### src/rtl/regfile_loader_pkg.sv
// regfile_loader_pkg
//   Shared constants and types for the register-file write-side loader.
//   NREGS / XZR_ADDR describe the 32-entry register file whose top entry
//   (X31, the zero register) is read-only zero. LAST_REG_DEFAULT is the
//   highest register the loader fills. loader_state_t is the loader FSM
//   state type.
package regfile_loader_pkg;

   localparam int         NREGS            = 32;
   localparam logic [4:0] XZR_ADDR         = 5'd31;
   localparam int         LAST_REG_DEFAULT = 30;

   typedef enum logic [1:0] {
      IDLE   = 2'd0,
      WRITE  = 2'd1,
      VERIFY = 2'd2,
      DONE   = 2'd3
   } loader_state_t;

   // Value a healthy register file returns at address a after an index
   // fill: the index itself, except the zero register which always reads 0.
   function automatic logic [4:0] expected_index(input logic [4:0] a);
      return (a == XZR_ADDR) ? 5'd0 : a;
   endfunction

endpackage

### src/rtl/regfile_loader_if.sv
// regfile_loader_if
//   Bundles the loader's data-plane signals: the input stream
//   (s_valid / s_data / s_ready) and the register-file ports
//   (write: we3 / wa3 / wd3, readback: ra1 / rd1).
//   modport master : the loader side (drives s_ready and the regfile port).
//   modport slave  : the environment side (stream source + register file).
interface regfile_loader_if #(
   parameter int N = 64
);
   logic         s_valid;
   logic [N-1:0] s_data;
   logic         s_ready;
   logic         we3;
   logic [4:0]   wa3;
   logic [N-1:0] wd3;
   logic [4:0]   ra1;
   logic [N-1:0] rd1;

   modport master (
      input  s_valid, s_data, rd1,
      output s_ready, we3, wa3, wd3, ra1
   );

   modport slave (
      output s_valid, s_data, rd1,
      input  s_ready, we3, wa3, wd3, ra1
   );
endinterface

### src/rtl/regfile_loader.sv
// regfile_loader
//   Write-side sequencer for the 32x64 register file. A start pulse in IDLE
//   fills X0..X(LAST_REG) either with the register index (mode 0) or with
//   words taken from the input stream (mode 1). X31 is never written.
//
//   Optional feature: define REGFILE_LOADER_VERIFY_EN to add a readback pass
//   after a mode-0 fill. It walks ra1 over 0..31, compares rd1 with the
//   expected index (0 for X31) and records the first mismatching address.
//   Without the macro there is no readback: ra1 is 0 and err/err_addr are 0.
//
// Ports
//   clk       clock, all state changes on its rising edge
//   reset     synchronous active-high reset
//   start     one-cycle request, only honoured in IDLE
//   mode      0 = index pattern, 1 = stream; latched on an accepted start
//   bus       regfile_loader_if.master: stream in, regfile write/read port
//   busy      high while writing or verifying
//   done      one-cycle completion pulse
//   err       sticky readback mismatch flag
//   err_addr  address of the first readback mismatch
module regfile_loader
   import regfile_loader_pkg::*;
#(
   parameter int N        = 64,
   parameter int LAST_REG = LAST_REG_DEFAULT
) (
   input  logic              clk,
   input  logic              reset,
   input  logic              start,
   input  logic              mode,
   regfile_loader_if.master  bus,
   output logic              busy,
   output logic              done,
   output logic              err,
   output logic [4:0]        err_addr
);

   localparam logic [4:0] LAST_ADDR = 5'(LAST_REG);

   loader_state_t state_reg, state_next;
   logic [4:0]    addr_reg,  addr_next;
   logic          mode_reg,  mode_next;
   logic          write_fire;

`ifdef REGFILE_LOADER_VERIFY_EN
   logic          err_reg,      err_next;
   logic [4:0]    err_addr_reg, err_addr_next;
   logic          mismatch;
`endif

   always_ff @(posedge clk) begin
      if (reset) begin
         state_reg    <= IDLE;
         addr_reg     <= 5'd0;
         mode_reg     <= 1'b0;
`ifdef REGFILE_LOADER_VERIFY_EN
         err_reg      <= 1'b0;
         err_addr_reg <= 5'd0;
`endif
      end else begin
         state_reg    <= state_next;
         addr_reg     <= addr_next;
         mode_reg     <= mode_next;
`ifdef REGFILE_LOADER_VERIFY_EN
         err_reg      <= err_next;
         err_addr_reg <= err_addr_next;
`endif
      end
   end

   always_comb begin
      state_next  = state_reg;
      addr_next   = addr_reg;
      mode_next   = mode_reg;
      write_fire  = 1'b0;
      bus.s_ready = 1'b0;
      bus.we3     = 1'b0;
      bus.wa3     = 5'd0;
      bus.wd3     = '0;
      bus.ra1     = 5'd0;
      busy        = 1'b0;
      done        = 1'b0;
`ifdef REGFILE_LOADER_VERIFY_EN
      err_next      = err_reg;
      err_addr_next = err_addr_reg;
      mismatch      = 1'b0;
`endif

      case (state_reg)
         IDLE: begin
            if (start) begin
               state_next = WRITE;
               addr_next  = 5'd0;
               mode_next  = mode;
`ifdef REGFILE_LOADER_VERIFY_EN
               err_next      = 1'b0;
               err_addr_next = 5'd0;
`endif
            end
         end

         WRITE: begin
            busy        = 1'b1;
            bus.s_ready = mode_reg;
            // Index mode writes every cycle; stream mode only on a handshake.
            write_fire  = !mode_reg || bus.s_valid;
            if (write_fire) begin
               bus.we3 = 1'b1;
               bus.wa3 = addr_reg;
               bus.wd3 = mode_reg ? bus.s_data : {{(N-5){1'b0}}, addr_reg};
               if (addr_reg == LAST_ADDR) begin
                  addr_next = 5'd0;
`ifdef REGFILE_LOADER_VERIFY_EN
                  // Streamed data is not kept, so only index fills are checked.
                  state_next = mode_reg ? DONE : VERIFY;
`else
                  state_next = DONE;
`endif
               end else begin
                  addr_next = addr_reg + 5'd1;
               end
            end
         end

`ifdef REGFILE_LOADER_VERIFY_EN
         VERIFY: begin
            busy     = 1'b1;
            bus.ra1  = addr_reg;
            mismatch = bus.rd1 != {{(N-5){1'b0}}, expected_index(addr_reg)};
            // Keep the first failing address; the walk always runs to X31.
            if (mismatch && !err_reg) begin
               err_next      = 1'b1;
               err_addr_next = addr_reg;
            end
            if (addr_reg == XZR_ADDR) begin
               addr_next  = 5'd0;
               state_next = DONE;
            end else begin
               addr_next = addr_reg + 5'd1;
            end
         end
`endif

         DONE: begin
            done       = 1'b1;
            state_next = IDLE;
         end

         default: begin
            state_next = IDLE;
         end
      endcase
   end

`ifdef REGFILE_LOADER_VERIFY_EN
   assign err      = err_reg;
   assign err_addr = err_addr_reg;
`else
   logic unused_rd1;
   assign unused_rd1 = ^bus.rd1;
   assign err        = 1'b0;
   assign err_addr   = 5'd0;
`endif

endmodule
### src/flat_wrapper.sv
// flat-port wrapper written by rule: the top's interface ports become plain ports
module regfile_loader_flat import regfile_loader_pkg::*;
#(
   parameter int N        = 64,
   parameter int LAST_REG = LAST_REG_DEFAULT
)
  (clk, reset, start, mode, busy, done, err, err_addr, bus_s_valid, bus_s_data, bus_rd1, bus_s_ready, bus_we3, bus_wa3, bus_wd3, bus_ra1);
  regfile_loader_if #(.N(N)) bus_i ();
  input  logic clk;
  input  logic reset;
  input  logic start;
  input  logic mode;
  output logic busy;
  output logic done;
  output logic err;
  output logic [4:0] err_addr;
  input wire logic [$bits(bus_i.s_valid)-1:0] bus_s_valid;
  input wire logic [$bits(bus_i.s_data)-1:0] bus_s_data;
  input wire logic [$bits(bus_i.rd1)-1:0] bus_rd1;
  output wire logic [$bits(bus_i.s_ready)-1:0] bus_s_ready;
  output wire logic [$bits(bus_i.we3)-1:0] bus_we3;
  output wire logic [$bits(bus_i.wa3)-1:0] bus_wa3;
  output wire logic [$bits(bus_i.wd3)-1:0] bus_wd3;
  output wire logic [$bits(bus_i.ra1)-1:0] bus_ra1;
  assign bus_i.s_valid = bus_s_valid;
  assign bus_i.s_data = bus_s_data;
  assign bus_i.rd1 = bus_rd1;
  assign bus_s_ready = bus_i.s_ready;
  assign bus_we3 = bus_i.we3;
  assign bus_wa3 = bus_i.wa3;
  assign bus_wd3 = bus_i.wd3;
  assign bus_ra1 = bus_i.ra1;
  regfile_loader #(.N(N), .LAST_REG(LAST_REG)) u_core (.clk(clk), .reset(reset), .start(start), .mode(mode), .bus(bus_i), .busy(busy), .done(done), .err(err), .err_addr(err_addr));
endmodule
### config.mk
export PLATFORM = sky130hd
export DESIGN_NAME = regfile_loader_flat
export DESIGN_NICKNAME = d
export VERILOG_FILES = /design/src/rtl/regfile_loader_pkg.sv /design/src/rtl/regfile_loader_if.sv /design/src/rtl/regfile_loader.sv /design/src/flat_wrapper.sv
export SDC_FILE = /design/constraint.sdc
export NUM_CORES = 1
export LEC_CHECK = 0
export CORE_AREA = 2 2 84 86
export CTS_CLUSTER_SIZE = 28
export DETAILED_ROUTE_END_ITERATION = 10
export DIE_AREA = 0 0 86 88
export HOLD_SLACK_MARGIN = 0.03
export PLACE_DENSITY = 0.76
export SLEW_MARGIN = 5
export SYNTH_ARGS = -nofsm -noshare
export SYNTH_HDL_FRONTEND = slang
export SYNTH_SLANG_ARGS = --single-unit
### constraint.sdc
create_clock -name clk -period 1.4 [get_ports clk]
set_clock_uncertainty 0.15 [all_clocks]
set_input_delay 0.21 -clock clk [delete_from_list [all_inputs] [get_ports clk]]
set_output_delay 0.21 -clock clk [all_outputs]
set_load 0.02 [all_outputs]
### Word-level counts from Yosys, hierarchy flattened

Index checks and enable logic that the tools add are counted.

* register bits: 8
* input port bits: 133
* word-level logic and storage cells: 35

* add/sub/neg operators: 1
* equal/unequal tests: 6
* multiplexer cells: 18
* reduce and logical (&&, ||, !) cells: 7

Operators by type and width (number)
* 64-bit two-way mux: 3
* 5-bit two-way mux: 5
* 5-bit one-hot mux with 2 select lines: 1
* 2-bit two-way mux: 3
* 3-bit AND reduction: 2
* 5-bit by 1-bit adder with 5-bit output, second input constant: 1
* 5-bit == test, second input constant: 1
* 1-bit two-way mux: 5
* 2-bit by 1-bit != test with 1-bit output, second input constant: 2
* 2-bit one-hot mux with 2 select lines: 1
* 2-bit by 1-bit == test with 1-bit output, second input constant: 1
* 2-bit == test, second input constant: 1
* 2-bit zero test: 1
* 2-bit != test, second input constant: 1
* 2-bit AND reduction: 1
* 2-bit nonzero test: 1
* 1-bit zero test: 1
* 1-bit logical OR: 1

### Longest topological paths before layout

* depth after elaboration: 4
* gate-level depth with buffers: 5
* gate-level depth less buffers: 5

### Least setup slack after synthesis

No wires, ideal clock.

* kind: flip-flop to output port
* start point: reg u_core.state_reg[0]
* end point: out bus_wd3[53]
* data arrival time: 1.200 ns
* data required time: 1.040 ns
* path slack: -0.160 ns
* stages on the path, launching flop included: 6
* path buffers: 2
* cell sequence: dfxtp_1 nor2b_4 and3_4 buf_6 buf_6 and2_1

* longest elaborated chain between the ends: 2

Ends and longest elaborated chain
* start: declaration: RTL line regfile_loader.sv:40 `loader_state_t state_reg, state_next;`
* start signal: assignment: RTL line regfile_loader.sv:61 `state_reg <= state_next;`
* 2-bit by 1-bit == test with 1-bit output: RTL line regfile_loader.sv:89 `case (state_reg)`
* 64-bit two-way mux: RTL line regfile_loader.sv:89
* end: declaration: RTL line flat_wrapper.sv:23 `output wire logic [$bits(bus_i.wd3)-1:0] bus_wd3;`

No other way between the ends.

### Worst setup path after layout

* start point: reg u_core.state_reg[0]
* end point: out bus_wa3[2]

* longest elaborated chain between the ends: 2

Ends and longest elaborated chain
* 2-bit by 1-bit == test with 1-bit output: RTL line regfile_loader.sv:89
* 5-bit two-way mux: RTL line regfile_loader.sv:89
* end: declaration: RTL line flat_wrapper.sv:22 `output wire logic [$bits(bus_i.wa3)-1:0] bus_wa3;`

No other way between the ends.

==> flow_metrics.py <==
metrics = {
    "outcome": {
        "run_status": "complete, but fails checks",
        "violations": "setup timing",
    },
    "final_layout": {
        "fin_util": 0.498,
        "fin_nets": 448,
        "antennaDiodeCount": 0,
        "fin_area_um2": 3310,
        "largest_reg_flops": 5,
        "final_cell_mix": "buf_6, clkdlybuf4s50_1, and2_4, and2_2, buf_4",
        "final-instance-count-excl-fill": 391,
        "area_growth_syn_to_layout_pct": 216,
        "layout_commonest_cell": "buf_6",
        "drive_above_1_share": 0.650,
        "fillers": 609,
    },
    "synthesis": {
        "postSynthCellCount": 142,
        "ys_types": 33,
        "ys_warn_count": 0,
        "synth_edf_count": 0,
        "ys.flop_type": "dfxtp_1",
        "synthMuxAreaShare": 0.0574,
        "synth_compound_area_frac": 0.0754,
        "ys_seq_area_frac": 0.153,
        "synth_top_family_by_area": "simple AND/OR/NAND/NOR gates",
        "async_reset_ff_frac": 0,
        "synthSimpleGateAreaFrac": 0.544,
        "synth_fa_ha_area_frac": 0.0239,
        "ys_seq_elements": 8,
        "avgSynthCellArea_um2": 7.37,
        "synth-xor-area-share": 0,
        "synth_area_um2": 1050,
    },
    "setup_path": {
        "crit_path_frequent_cell": "buf_6",
        "endpoint_kind": "output pin",
        "cp.required_ns": 1.04,
        "crit_family": "buffers and inverters",
        "cpPeakStageDelay_ns": 0.31,
        "cp.depth": 7,
        "crit_chain": "nor2b_4, buf_4, buf_6, buf_8, buf_6, and3_4, buf_6",
        "crit_arrival_ns": 1.44,
        "ff2ff_path_depth": 7,
        "cp_slowest_cell": "dfxtp_2",
        "path_buf_inv": 5,
        "cp-start-kind": "flip-flop",
        "critical_path_class": "reg -> out",
        "cp_max_fo": 8,
    },
    "sta": {
        "fin_crit_sh": 1.29,
        "finalWorstSetupSlack_ns": -0.401,
        "timing.hold.ws_ns": 0.445,
        "grt_setup_unrepaired": "true",
        "hold_viol": 0,
        "max_freq_mhz": 555,
        "slew_violations": 0,
        "timing.final.crit_period_ns": 1.80,
        "setup_viol": 76,
    },
    "floorplanning": {
        "start_util": 0.157,
        "fp.dieH_um": 88,
        "coreArea_um2": 6640,
        "ios": 217,
        "die_w_um": 86,
        "rows": 30,
        "die_area_um2": 7570,
    },
    "placed_design": {
        "gp_routability_congestion": 0.784,
        "portBuffers": 141,
        "dp_hpwl_um": 3880,
        "place_area_um2": 2740,
        "place_inst": 374,
    },
    "route": {
        "met1Wirelength_um": 1900,
        "drt_pass1_iterations": 4,
        "routed.top_layer": "met4",
        "wire_per_inst_um": 13.8,
        "num_vias": 1582,
        "met2WireLength_um": 2940,
        "drt_iter0_drc": 49,
        "drc_errors": 0,
        "drt_wl_total_um": 5380,
        "ant_nets": 0,
        "dr_wl_met3_um": 490,
        "post_drt_via_cell_ratio": 4.05,
    },
    "clocking": {
        "cts_made_buffers": 3,
        "path_clk_slew_ns": 0.04,
        "root_buffer": "clkbuf_8",
        "cts_tree": "done",
        "clockBufferDepth": 2,
        "cts_hold_buf": 0,
        "cts.sinks": 8,
        "clock_latency_ns": 0.24,
        "h-tree-depth": 1,
    },
    "grt": {
        "antenna_found_initial": 0,
        "grt_pass1_wl_um": 7400,
        "grt_start_max_net_pins": 16,
        "first_global_vias": 1474,
        "track_usage": 0.124,
        "grt-ovfl-total": 0,
    },
    "flow_run": {
        "maxCapViolCount": 0,
    },
    "worst_hold_path": {
        "min_path_type": "in -> reg",
        "holdPathStages": 3,
    },
    "power_and_ir_drop": {
        "max-vdd-ir-drop_mv": 0.420,
        "total_power_w": 0.00114,
        "power_leakage_nw": 1.45,
        "power_density_nw_per_um2": 346,
    },
}
[cells in the mapped netlist (2+ instances only)]
library cell | instances | area share
nor2b_1 | 2 | 0.012
a31oi_1 | 2 | 0.012
nand3b_1 | 2 | 0.014
nand2b_1 | 2 | 0.012
nor2_1 | 9 | 0.032
and3_1 | 5 | 0.030
nand4_1 | 2 | 0.012
buf_4 | 12 | 0.086
and2_1 | 61 | 0.36
dfxtp_1 | 8 | 0.15
nand3_1 | 2 | 0.0096
inv_1 | 2 | 0.0072
mux2i_1 | 6 | 0.057
ha_1 | 2 | 0.024
o21ai_0 | 2 | 0.0096
a311oi_1 | 2 | 0.017
clkbuf_2 | 4 | 0.019
buf_6 | 2 | 0.022
[per-layer routing]
metal / GRT usage / vias to the layer above
li1: - / 789
met1: 0.144 / 698
met2: 0.229 / 92
met3: 0.0311 / 3
met4: 0.0260 / 0
met5: 0 / -
[layout make-up]
cell class                 instances  area [µm²]  share of cell area
inverter                           2        7.51             0.00227
tap                               80         100              0.0303
clock buffer                       3        41.3              0.0125
multi-input combinational        122        1070               0.324
timing repair buffer             176        1920               0.580
sequential                         8         169              0.0511
[kinds of logic after synthesis]
logic type | Yosys count
simple gates | 92
mux | 6
other cells | 1
buf+inv | 22
compound gates | 11
flops | 8
fa+ha+maj | 2
[worst paths after layout]
check | endpoint | start | slack, ns
setup / recovery | bus_wa3[2] | u_core.state_reg[0] | -0.40
setup reg to reg | u_core.addr_reg[2] | u_core.state_reg[0] | -0.03
hold reg to reg | u_core.addr_reg[4] | u_core.addr_reg[4] | 0.52
hold / removal | u_core.mode_reg | mode | 0.44
[what timing repair did]
item | in CTS | in global routing
endpoints found under the setup margin | 79 | 78
gates resized for setup | 472 | 41
gates cloned | 4 | 0
pin swaps | 33 | 16
setup buffers | 8 | 4
[power breakdown]
part           internal [W]  switching (W)  leakage, nW
Sequential         0.000240      0.0000101       0.0674
Combinational      0.000366       0.000233         1.36
Clock              0.000188       0.000106       0.0216
Total              0.000793       0.000350         1.45
[worst min-delay path, cell delays in order]
cell and delay (ns):
clkdlybuf4s50_1 0.40, mux2i_1 0.13, nor2_1 0.05
[per-stage QoR]
step | setup TNS [ns] | setup WS, ns
2_1_floorplan | -2.72 | -0.0774
3_3_place_gp | -58.81 | -0.840
3_5_place_dp | -60.76 | -0.869
4_1_cts | -24.14 | -0.405
5_1_grt | -28.48 | -0.453
6_report | -23.10 | -0.401
No activity file was read; power rests on OpenSTA's default activity.
